**src/rtl/acq_sequencer_if.sv**
```systemverilog
// Bundle of the acquisition sequencer control/status signals.
// master: the sequencer itself; slave: the Top-level glue/ADC/AGC side.
interface acq_sequencer_if;
  logic        start;
  logic        stop;
  logic [9:0]  ctrlword_in;
  logic [11:0] agc_level;
  logic        agc_update;
  logic        agc_busy;
  logic        adc_valid;
  logic        fifo_full;
  logic [9:0]  adc_ctrlword;
  logic        adc_ldctrl;
  logic        adc_enable;
  logic [11:0] agc_data;
  logic        agc_load;
  logic        fifo_clr;
  logic [2:0]  state;
  logic        overflow;
  logic        fault;

  modport master (
    input  start, stop, ctrlword_in, agc_level, agc_update, agc_busy, adc_valid, fifo_full,
    output adc_ctrlword, adc_ldctrl, adc_enable, agc_data, agc_load, fifo_clr, state,
           overflow, fault
  );

  modport slave (
    output start, stop, ctrlword_in, agc_level, agc_update, agc_busy, adc_valid, fifo_full,
    input  adc_ctrlword, adc_ldctrl, adc_enable, agc_data, agc_load, fifo_clr, state,
           overflow, fault
  );
endinterface

```
**src/rtl/acq_sequencer.sv**
```systemverilog
// I/Q ADC acquisition sequencer: FIFO clear, ADC config load, AGC write, settle, run.
// Optional RUN watchdog enabled by defining SEQ_WATCHDOG_EN.
module acq_sequencer #(
  parameter int unsigned CLR_CYCLES  = 4,
  parameter int unsigned LD_DELAY    = 100,
  parameter int unsigned EN_DELAY    = 900,
  parameter logic [11:0] AGC_RESET   = 12'h333,
  parameter int unsigned CNT_W       = 20,
  parameter int unsigned WDOG_CYCLES = 4096
) (
  input  logic            clk,
  input  logic            arstn,
  acq_sequencer_if.master bus
);

  typedef enum logic [2:0] {
    S_IDLE   = 3'd0,
    S_CLR    = 3'd1,
    S_LOAD   = 3'd2,
    S_AGC    = 3'd3,
    S_SETTLE = 3'd4,
    S_RUN    = 3'd5
  } state_t;

  localparam longint unsigned LP_CNT_LIM = 64'd1 << CNT_W;

  // Every delay must fit the shared counter, which never wraps.
  if (CLR_CYCLES == 0 || LD_DELAY == 0 || EN_DELAY == 0 || WDOG_CYCLES == 0 ||
      CLR_CYCLES >= LP_CNT_LIM || LD_DELAY >= LP_CNT_LIM ||
      EN_DELAY >= LP_CNT_LIM || WDOG_CYCLES >= LP_CNT_LIM) begin : g_bad_param
    $error("acq_sequencer: delay parameter out of range for CNT_W");
  end

  state_t             r_state, w_next;
  logic [CNT_W-1:0]   r_cnt, w_cnt_n;
  logic [9:0]         r_ctrlword, w_ctrlword_n;
  logic [11:0]        r_agc_data, w_agc_data_n;
  logic [11:0]        r_pend_val, w_pend_val_n;
  logic               r_pend, w_pend_n;
  logic               r_ldctrl, w_ldctrl_n;
  logic               r_enable, w_enable_n;
  logic               r_agc_load, w_agc_load_n;
  logic               r_fifo_clr, w_fifo_clr_n;
  logic               r_overflow, w_overflow_n;
  logic               r_fault, w_fault_n;
  logic               w_wdog_trip, w_abort, w_start_acc, w_busy_eff;

`ifdef SEQ_WATCHDOG_EN
  assign w_wdog_trip = (r_state == S_RUN) && !bus.adc_valid &&
                       (r_cnt == CNT_W'(WDOG_CYCLES - 1));
`else
  assign w_wdog_trip = 1'b0;
`endif

  assign w_abort     = (r_state != S_IDLE) && (bus.stop || w_wdog_trip);
  assign w_start_acc = (r_state == S_IDLE) && bus.start && !bus.stop;
  // A load we just issued counts as busy until the SPI master reports it.
  assign w_busy_eff  = bus.agc_busy || r_agc_load;

  always_ff @(posedge clk or negedge arstn) begin
    if (!arstn) r_state <= S_IDLE;
    else        r_state <= w_next;
  end

  always_comb begin
    w_next = r_state;
    if (w_abort) begin
      w_next = S_IDLE;
    end else begin
      unique case (r_state)
        S_IDLE:   if (w_start_acc) w_next = S_CLR;
        S_CLR:    if (r_cnt == CNT_W'(CLR_CYCLES - 1)) w_next = S_LOAD;
        S_LOAD:   if (r_cnt == CNT_W'(LD_DELAY - 1)) w_next = S_AGC;
        S_AGC:    if (r_cnt != '0 && !bus.agc_busy) w_next = S_SETTLE;
        S_SETTLE: if (r_cnt == CNT_W'(EN_DELAY - 1)) w_next = S_RUN;
        S_RUN:    w_next = S_RUN;
        default:  w_next = S_IDLE;
      endcase
    end
  end

  always_comb begin
    w_cnt_n      = (r_cnt == '1) ? r_cnt : r_cnt + 1'b1;
    w_fifo_clr_n = (w_next == S_CLR);
    w_ldctrl_n   = (w_next == S_LOAD) && (r_state != S_LOAD);
    w_enable_n   = (w_next == S_RUN);
    w_ctrlword_n = r_ctrlword;
    w_agc_data_n = r_agc_data;
    w_agc_load_n = 1'b0;
    w_pend_n     = r_pend;
    w_pend_val_n = r_pend_val;
    w_overflow_n = r_overflow;
    w_fault_n    = r_fault;

    if (w_next != r_state) w_cnt_n = '0;
`ifdef SEQ_WATCHDOG_EN
    else if (r_state == S_RUN && bus.adc_valid) w_cnt_n = '0;
`endif

    if (w_start_acc) begin
      w_ctrlword_n = bus.ctrlword_in;
      w_agc_data_n = bus.agc_level;
      w_pend_n     = 1'b0;
      w_overflow_n = 1'b0;
      w_fault_n    = 1'b0;
    end

    if (w_next == S_AGC && r_state != S_AGC) w_agc_load_n = 1'b1;

    // Runtime AGC: agc_data only moves together with the load strobe, never under busy.
    if (r_state == S_RUN && !w_abort) begin
      if (bus.agc_update) begin
        if (!w_busy_eff) begin
          w_agc_data_n = bus.agc_level;
          w_agc_load_n = 1'b1;
          w_pend_n     = 1'b0;
        end else begin
          w_pend_n     = 1'b1;
          w_pend_val_n = bus.agc_level;
        end
      end else if (r_pend && !w_busy_eff) begin
        w_agc_data_n = r_pend_val;
        w_agc_load_n = 1'b1;
        w_pend_n     = 1'b0;
      end
    end

    if (w_abort) w_pend_n = 1'b0;
    if (r_state == S_RUN && bus.adc_valid && bus.fifo_full) w_overflow_n = 1'b1;
    if (w_wdog_trip) w_fault_n = 1'b1;
  end

  always_ff @(posedge clk or negedge arstn) begin
    if (!arstn) begin
      r_cnt      <= '0;
      r_ctrlword <= 10'b0001100011;
      r_agc_data <= AGC_RESET;
      r_pend_val <= AGC_RESET;
      r_pend     <= 1'b0;
      r_ldctrl   <= 1'b0;
      r_enable   <= 1'b0;
      r_agc_load <= 1'b0;
      r_fifo_clr <= 1'b0;
      r_overflow <= 1'b0;
      r_fault    <= 1'b0;
    end else begin
      r_cnt      <= w_cnt_n;
      r_ctrlword <= w_ctrlword_n;
      r_agc_data <= w_agc_data_n;
      r_pend_val <= w_pend_val_n;
      r_pend     <= w_pend_n;
      r_ldctrl   <= w_ldctrl_n;
      r_enable   <= w_enable_n;
      r_agc_load <= w_agc_load_n;
      r_fifo_clr <= w_fifo_clr_n;
      r_overflow <= w_overflow_n;
      r_fault    <= w_fault_n;
    end
  end

  assign bus.adc_ctrlword = r_ctrlword;
  assign bus.adc_ldctrl   = r_ldctrl;
  assign bus.adc_enable   = r_enable;
  assign bus.agc_data     = r_agc_data;
  assign bus.agc_load     = r_agc_load;
  assign bus.fifo_clr     = r_fifo_clr;
  assign bus.state        = r_state;
  assign bus.overflow     = r_overflow;
  assign bus.fault        = r_fault;

endmodule

```
**src/flat_wrapper.sv**
```systemverilog
// flat-port wrapper written by rule: the top's interface ports become plain ports
module acq_sequencer_flat 
#(
  parameter int unsigned CLR_CYCLES  = 4,
  parameter int unsigned LD_DELAY    = 100,
  parameter int unsigned EN_DELAY    = 900,
  parameter logic [11:0] AGC_RESET   = 12'h333,
  parameter int unsigned CNT_W       = 20,
  parameter int unsigned WDOG_CYCLES = 4096
)
  (clk, arstn, bus_start, bus_stop, bus_ctrlword_in, bus_agc_level, bus_agc_update, bus_agc_busy, bus_adc_valid, bus_fifo_full, bus_adc_ctrlword, bus_adc_ldctrl, bus_adc_enable, bus_agc_data, bus_agc_load, bus_fifo_clr, bus_state, bus_overflow, bus_fault);
  acq_sequencer_if bus_i ();
  input  logic clk;
  input  logic arstn;
  input wire logic [$bits(bus_i.start)-1:0] bus_start;
  input wire logic [$bits(bus_i.stop)-1:0] bus_stop;
  input wire logic [$bits(bus_i.ctrlword_in)-1:0] bus_ctrlword_in;
  input wire logic [$bits(bus_i.agc_level)-1:0] bus_agc_level;
  input wire logic [$bits(bus_i.agc_update)-1:0] bus_agc_update;
  input wire logic [$bits(bus_i.agc_busy)-1:0] bus_agc_busy;
  input wire logic [$bits(bus_i.adc_valid)-1:0] bus_adc_valid;
  input wire logic [$bits(bus_i.fifo_full)-1:0] bus_fifo_full;
  output wire logic [$bits(bus_i.adc_ctrlword)-1:0] bus_adc_ctrlword;
  output wire logic [$bits(bus_i.adc_ldctrl)-1:0] bus_adc_ldctrl;
  output wire logic [$bits(bus_i.adc_enable)-1:0] bus_adc_enable;
  output wire logic [$bits(bus_i.agc_data)-1:0] bus_agc_data;
  output wire logic [$bits(bus_i.agc_load)-1:0] bus_agc_load;
  output wire logic [$bits(bus_i.fifo_clr)-1:0] bus_fifo_clr;
  output wire logic [$bits(bus_i.state)-1:0] bus_state;
  output wire logic [$bits(bus_i.overflow)-1:0] bus_overflow;
  output wire logic [$bits(bus_i.fault)-1:0] bus_fault;
  assign bus_i.start = bus_start;
  assign bus_i.stop = bus_stop;
  assign bus_i.ctrlword_in = bus_ctrlword_in;
  assign bus_i.agc_level = bus_agc_level;
  assign bus_i.agc_update = bus_agc_update;
  assign bus_i.agc_busy = bus_agc_busy;
  assign bus_i.adc_valid = bus_adc_valid;
  assign bus_i.fifo_full = bus_fifo_full;
  assign bus_adc_ctrlword = bus_i.adc_ctrlword;
  assign bus_adc_ldctrl = bus_i.adc_ldctrl;
  assign bus_adc_enable = bus_i.adc_enable;
  assign bus_agc_data = bus_i.agc_data;
  assign bus_agc_load = bus_i.agc_load;
  assign bus_fifo_clr = bus_i.fifo_clr;
  assign bus_state = bus_i.state;
  assign bus_overflow = bus_i.overflow;
  assign bus_fault = bus_i.fault;
  acq_sequencer #(.CLR_CYCLES(CLR_CYCLES), .LD_DELAY(LD_DELAY), .EN_DELAY(EN_DELAY), .AGC_RESET(AGC_RESET), .CNT_W(CNT_W), .WDOG_CYCLES(WDOG_CYCLES)) u_core (.clk(clk), .arstn(arstn), .bus(bus_i));
endmodule
```
**config.mk**
```make
export PLATFORM = sky130hd
export DESIGN_NAME = acq_sequencer_flat
export DESIGN_NICKNAME = d
export VERILOG_FILES = /design/src/rtl/acq_sequencer_if.sv /design/src/rtl/acq_sequencer.sv /design/src/flat_wrapper.sv
export SDC_FILE = /design/constraint.sdc
export NUM_CORES = 1
export LEC_CHECK = 0
export CORE_MARGIN = 2
export CORE_UTILIZATION = 36
export CTS_CLUSTER_SIZE = 12
export DETAILED_ROUTE_END_ITERATION = 8
export PLACE_DENSITY = 0.59
export SLEW_MARGIN = 20
export SYNTH_ARGS = -nofsm -noshare
export SYNTH_HDL_FRONTEND = slang
export SYNTH_SLANG_ARGS = --single-unit
export TNS_END_PERCENT = 30
```
**constraint.sdc**
```tcl
create_clock -name clk -period 4.45 [get_ports clk]
set_input_delay 0.89 -clock clk [delete_from_list [all_inputs] [get_ports clk]]
set_output_delay 0.89 -clock clk [all_outputs]
set_load 0.02 [all_outputs]
```
==> results of run 1 <==
## worst max path at each step
stage | endpoint | slack (ps) | from | depth (start not counted)
after floorplan | u_core.r_pend_val[10] | 2230 | bus_stop | 5
after global placement | u_core.r_cnt[16] | 1560 | bus_stop | 6
after detailed placement | u_core.r_cnt[16] | 1500 | bus_stop | 6
after CTS | bus_state[0] | 1850 | u_core.bus.state[0] | 1
after global routing | u_core.r_cnt[16] | 1640 | bus_stop | 6
final | u_core.r_cnt[6] | 1840 | bus_stop | 6
## synth_stat cells, types with 8 or more instances
cell type  number  area share (%)
dfrtp_1        47              37
nor2_1         40             4.7
mux2_2         22             7.8
dfstp_2        16              13
a22oi_1        13             3.1
mux2i_1        13             4.1
nand2_1        13             1.5
nor3_1         12             1.9
o22ai_1        12             2.4
nand3_1        10             1.6
xor2_1          8             2.2
## where the power goes
part	total, W	switching, W	internal (W)
Sequential	0.000893	0.000128	0.000766
Clock	0.000568	0.000235	0.000333
Combinational	0.000857	0.000436	0.000421
Total	0.00232	0.000798	0.00152
## through the flow
step           std cells  utilization (%)  hold slack, ps  power, W
2_1_floorplan        296                -             480   0.00141
3_3_place_gp         453             44.8             468   0.00176
3_5_place_dp         453             44.8             478   0.00177
4_1_cts              469             47.4             497   0.00235
5_1_grt              469             47.4             504   0.00245
6_report             469             47.4             486   0.00232
## metal layers
metal,share of wire (%),up-vias,wire (um)
li1,-,1205,-
met3,4.8,7,336
met2,46,65,3220
met1,48,1223,3330
met4,1.1,0,78
met5,0,-,0
## critical path, delay by kind of cell
kind / cells / cell delay [ps]
simple gates: 3 / 500
compound gates: 2 / 810
buf+inv: 1 / 590
## state kept, by name (all words and copies together), names as in the netlist
name	cells
u_core.bus.overflow	1
u_core.bus.state	3
u_core.bus.agc_data	12
u_core.bus.fifo_clr	1
u_core.bus.adc_ldctrl	1
u_core.bus.adc_enable	1
u_core.r_pend	1
u_core.r_cnt	20
u_core.r_pend_val	12
u_core.bus.adc_ctrlword	10
u_core.bus.agc_load	1
## final cells by class
class / count / area (sq um) / share of cell area (%)
repair buffers: 62 / 608 / 14.8
multi-input cells: 214 / 1500 / 36.7
inverters: 6 / 22.5 / 0.550
clock buffers: 10 / 138 / 3.36
clock inverters: 6 / 92.6 / 2.26
flip-flops and latches: 63 / 1600 / 39.0
well taps: 108 / 135 / 3.30
## kinds of logic (layout without fill, tap and decap cells)
| family | after synthesis | count (layout) |
|---|---|---|
| AND/OR/NAND/NOR | 107 | 107 |
| flip-flops | 63 | 63 |
| AO/OA/AOI/OAI | 54 | 54 |
| multiplexers | 35 | 35 |
| buffers and inverters | 19 | 84 |
| XOR/XNOR | 15 | 15 |
| adder cells (fa/ha/maj) | 2 | 2 |
| other | 1 | 1 |
==> metrics.yaml, run 1 <==
finish:
  nNetsFinal: 388
  fillers: 787
  final_cell_mix: "clkdlybuf4s50_1, dfrtp_1, nor2_1, mux2_2, dfstp_2"
  n_antenna_cell: 0
  layout_commonest_cell: "clkdlybuf4s50_1"
  final_area_sq_um: 4100
  layout-drive-gt1-share_pct: 18.8
  synthToLayoutAreaGrowth_pct: 28.8
routing:
  wl_per_cell_um: 14.8
  routed_wl_um: 6960
  drc: 0
  vias_per_cell: 5.33
  vias: 2500
  antenna_left: 0
  dr.pass1.iters: 4
  drt_iter0_markers: 126
sta:
  fin_crit_sh_pct: 58.7
  final-hold-violation-count: 0
  rsz0062_at_grt: "no"
  relSlewSlack_pct: 46.6
  final-setup-viol-count: 0
  max_freq_mhz: 383
  layout_setup_ws_ps: 1840
  skew_ps: 7.91
  tns_ps: 0
  drv_slew: 0
  tightest_slew_ps: 801
  timing.final.crit_period_ps: 2610
job:
  maxCapViolCount: 0
placement:
  place_hpwl_um: 4820
  routabilityCongestion: 0.795
  dp_slack_ps: 1500
  numPortBuffers: 59
  placed_cell_area_sq_um: 3860
power:
  leakagePower_nw: 1.74
  ir_drop_v: 0.000170
  powerDensity_nw_per_um2: 566
synthesis:
  yosys.area_share.simple_pct: 17.6
  yosys_warnings: 0
  synth_compound_area_share_pct: 12.8
  synthMuxAreaShare_pct: 11.9
  postSynth.asyncResetShare_pct: 100
  syn_avg_cell_area_sq_um: 10.7
  ys_ff_latch: 63
  ys_types: 52
  yosysSeqAreaShare_pct: 50.2
  synth_area_sq_um: 3180
  synth_xor_area_share_pct: 4.13
  synthesis.instances: 296
  synth_top_family_by_area: "simple AND/OR/NAND/NOR gates"
  synthesis.nets: 328
  synth-edff-count: 0
  synth_top_flop_cell: "dfrtp_1"
  synthAdderAreaFrac_pct: 0.787
worst_setup_path:
  start_kind: "input pin"
  crit_slowest_cell: "a211o_1"
  worstPathRequired_ps: 4630
  cp.arrival_ps: 2790
  rr_startpoint: "u_core.bus.state[2]"
  crit_chain: "clkdlybuf4s50_1 -> nor2_1 -> nand3_1 -> o31ai_1 -> a211o_1 -> nor3_1"
  cp_max_fo: 20
  r2r_end: "u_core.r_cnt[6]"
  slowest_delay_ps: 690
  cp-end-kind: "flop"
  r2r_cells: 6
  rrSetupSlack_ps: 2020
  path_class: "input pin to flop"
floorplan:
  initial_core_util_pct: 36.8
  die_area_sq_um: 9600
  row_count: 34
  die_h_um: 98.0
  coreArea_sq_um: 8640
  die_w_um: 98.0
  ios: 61
global_routing:
  use_met2_pct: 23.4
  grt_usage_pct: 14.8
  grt_max_degree: 39
  first_global_vias: 2389
  grt_use_met3_pct: 2.79
  grt_overflow: 0
  grt_pass1_wl_um: 11500
  top_usage_layer: "met2"
  antenna_found_initial: 0
  use_met1_pct: 20.3
status:
  status: "completed"
hold_path:
  hp-start: "u_core.bus.overflow"
  hp-class: "flop to flop"
  hold_path_depth: 2
  timing.hold.worst_endpoint: "u_core.bus.overflow"
clocking:
  post_cts_resized: 0
  clkTransAtPathRegs_ps: 80
  cts_htree_levels: 3
  ctsHoldBuffers: 0
  cts.sinks: 63
  clock_path_buffers: 2
  cts_tree: "yes"
  cts_setup_buffers: 0
  cts_buffers: 9
  clockRootBuffer: "clkbuf_8"
  clock_latency_ps: 340
Note: power is estimated with default switching activity, not from simulation.
==> run 2, diff against run 1 <==
Clock period 4.45 ns to 2.7 ns, I/O delays scaled along.
==> run 2 against run 1 <==
- hold slack got worse by 330 ps
- combinational power increased by 66%
- clock skew fell by 0.62 ps
- critical path depth is the same
- routed wire length up 2.1%
- first-iteration DRC count shrank 21%
- power grew 62%
- core utilization up 0.51 points
- register-to-register slack got worse by 1700 ps
- count of clock-buffer cells in the layout is 5 higher
- cell count grew 1.1%
- sequential share of layout area shrank 0.41 points
- critical path type is now flop to flop
- critical endpoint is now u_core.r_cnt[2]
- largest power group unchanged
- highest routed layer unchanged
==> metrics.yaml, run 2 (synthesized netlist as in run 1, its figures left out) <==
sta:
  timing.final.crit_period_ps: 2370
  tns_ps: 0  # unchanged
  final-setup-viol-count: 0  # unchanged
  skew_ps: 7.29  # -0.617 ps
  fin_crit_sh_pct: 87.9
  final-hold-violation-count: 0  # unchanged
  layout_setup_ws_ps: 328  # -1510 ps
  relSlewSlack_pct: 52.0  # +5.4 points
  rsz0062_at_grt: "no"
  max_freq_mhz: 422
  tightest_slew_ps: 721  # -80.4 ps
  holdWs_ps: 160  # -327 ps
  drv_slew: 0  # unchanged
placement:
  dp.cells: 458  # +1.1%
  numPortBuffers: 59  # unchanged
  dp_slack_ps: 265  # -1230 ps
  place_hpwl_um: 4960  # +2.8%
  routabilityCongestion: 0.864  # +8.7%
clocking:
  clkTransAtPathRegs_ps: 70  # about the same
  clockRootBuffer: "clkbuf_8"
  cts_tree: "yes"
  clock_latency_ps: 340  # about the same
  cts.sinks: 63  # unchanged
  cts_htree_levels: 3  # unchanged
  post_cts_resized: 0  # unchanged
  cts_setup_buffers: 0  # unchanged
  ctsHoldBuffers: 0  # unchanged
  cts_buffers: 9  # unchanged
  clock_path_buffers: 2  # unchanged
finish:
  synthToLayoutAreaGrowth_pct: 30.2
  regMostFlops: "u_core.r_cnt"
  final_cells: 474  # +1.1%
  layout_commonest_cell: "clkdlybuf4s50_1"
  final_util_pct: 47.9  # +0.51 points
  final_cell_mix: "clkdlybuf4s50_1, dfrtp_1, nor2_1, mux2_2, dfstp_2"
  fillers: 827  # +5.1%
  nNetsFinal: 393  # +1.3%
  n_antenna_cell: 0  # unchanged
  largest_reg_flops: 20  # unchanged
  layout-drive-gt1-share_pct: 19.7  # +0.84 points
routing:
  drc: 0  # unchanged
  wl_per_cell_um: 15.0  # +1.0%
  routed_wl_um: 7110  # +2.1%
  dr.pass1.iters: 4  # unchanged
  antenna_left: 0  # unchanged
  vias_per_cell: 5.29  # -0.78%
  vias: 2507  # +0.28%
  drt_iter0_markers: 100  # -21%
global_routing:
  antenna_found_initial: 0  # unchanged
  first_global_vias: 2477  # +3.7%
  grt_max_degree: 43  # +10%
  grt_overflow: 0  # unchanged
  grt_pass1_wl_um: 11700  # +1.1%
  grt_usage_pct: 15.1  # +0.26 points
status:
  status: "completed"
power:
  leakagePower_nw: 1.78  # +2.1%
  powerDensity_nw_per_um2: 909  # +61%
  ir_drop_v: 0.000276  # +63%
floorplan:
  ios: 61  # unchanged
  initial_core_util_pct: 36.8  # unchanged
  die_h_um: 98.0  # unchanged
  row_count: 34  # unchanged
  coreArea_sq_um: 8640  # unchanged
  die_w_um: 98.0  # unchanged
  die_area_sq_um: 9600  # unchanged
job:
  maxCapViolCount: 0  # unchanged
worst_setup_path:
  cp-end-kind: "flop"
  worstPathRequired_ps: 2940  # -1690 ps
  cp.arrival_ps: 2610  # -180 ps
  cp_max_fo: 20  # unchanged
  start_kind: "flop"
  path_class: "flop to flop"
hold_path:
  hp-class: "input pin to asynchronous set/reset pin"
-- run 2: cell types whose count changed in the layout (fill, tap and decap cells not counted) --
| cell | before | now |
|---|---|---|
| buf_12 | 0 | 1 |
| buf_4 | 3 | 7 |
| bufinv_16 | 2 | 0 |
| clkbuf_1 | 0 | 1 |
| clkbuf_16 | 0 | 2 |
| clkbuf_8 | 10 | 12 |
| clkinv_2 | 0 | 1 |
| clkinv_4 | 1 | 0 |
| clkinvlp_4 | 2 | 0 |
| inv_6 | 1 | 0 |
-- run 2: worst max-delay path, stage by stage (launching register included) --
cell,delay [ps]
dfrtp_1,450
nor4_2,370
nand4_1,200
o21ba_2,290
o211a_1,120
a211o_1,550
a2111oi_4,290
-- run 2: through the flow --
stage                     power [W]  area, sq um
after global placement      0.00289         3920
after floorplan             0.00232         3180
final                       0.00376         4140
after detailed placement    0.00292         3920
after CTS                   0.00381         4140
after global routing        0.00399         4140
-- run 2: cell type report --
cell class / count / area (sq um) / share of cell area [%]
clock inverters: 1 / 5.00 / 0.121
well taps: 108 / 135 / 3.26
multi-input cells: 214 / 1500 / 36.3
inverters: 6 / 22.5 / 0.544
repair buffers: 67 / 658 / 15.9
clock buffers: 15 / 219 / 5.29
flip-flops and latches: 63 / 1600 / 38.6
-- run 2: final timing paths --
| kind | start | end | slack [ps] | depth (start not counted) |
|---|---|---|---|---|
| setup / recovery | u_core.r_cnt[4] | u_core.r_cnt[2] | 330 | 6 |
| hold / removal | arstn | u_core.bus.adc_ctrlword[3] | 160 | 1 |
| setup reg to reg | u_core.r_cnt[4] | u_core.r_cnt[2] | 330 | 6 |
| hold reg to reg | u_core.bus.overflow | u_core.bus.overflow | 490 | 2 |
| max in group asynchronous | arstn | u_core.bus.agc_data[9] | 1870 | 2 |
| min in group clk | u_core.bus.overflow | u_core.bus.overflow | 490 | 2 |
-- run 2: layer usage --
metal	vias up	GRT usage (%)	share of wire, %
li1	1208	-	-
met1	1223	20.4	48
met2	62	23.2	45
met3	14	4.44	5.5
met4	0	5.13	1.6
met5	-	0	0
-- run 2: power by group --
| group | switching (W) | total, W | internal [W] |
|---|---|---|---|
| sequential | 0.000203 | 0.00147 | 0.00126 |
| clock | 0.000358 | 0.000878 | 0.000520 |
| combinational | 0.000720 | 0.00142 | 0.000698 |
| total | 0.00128 | 0.00376 | 0.00248 |
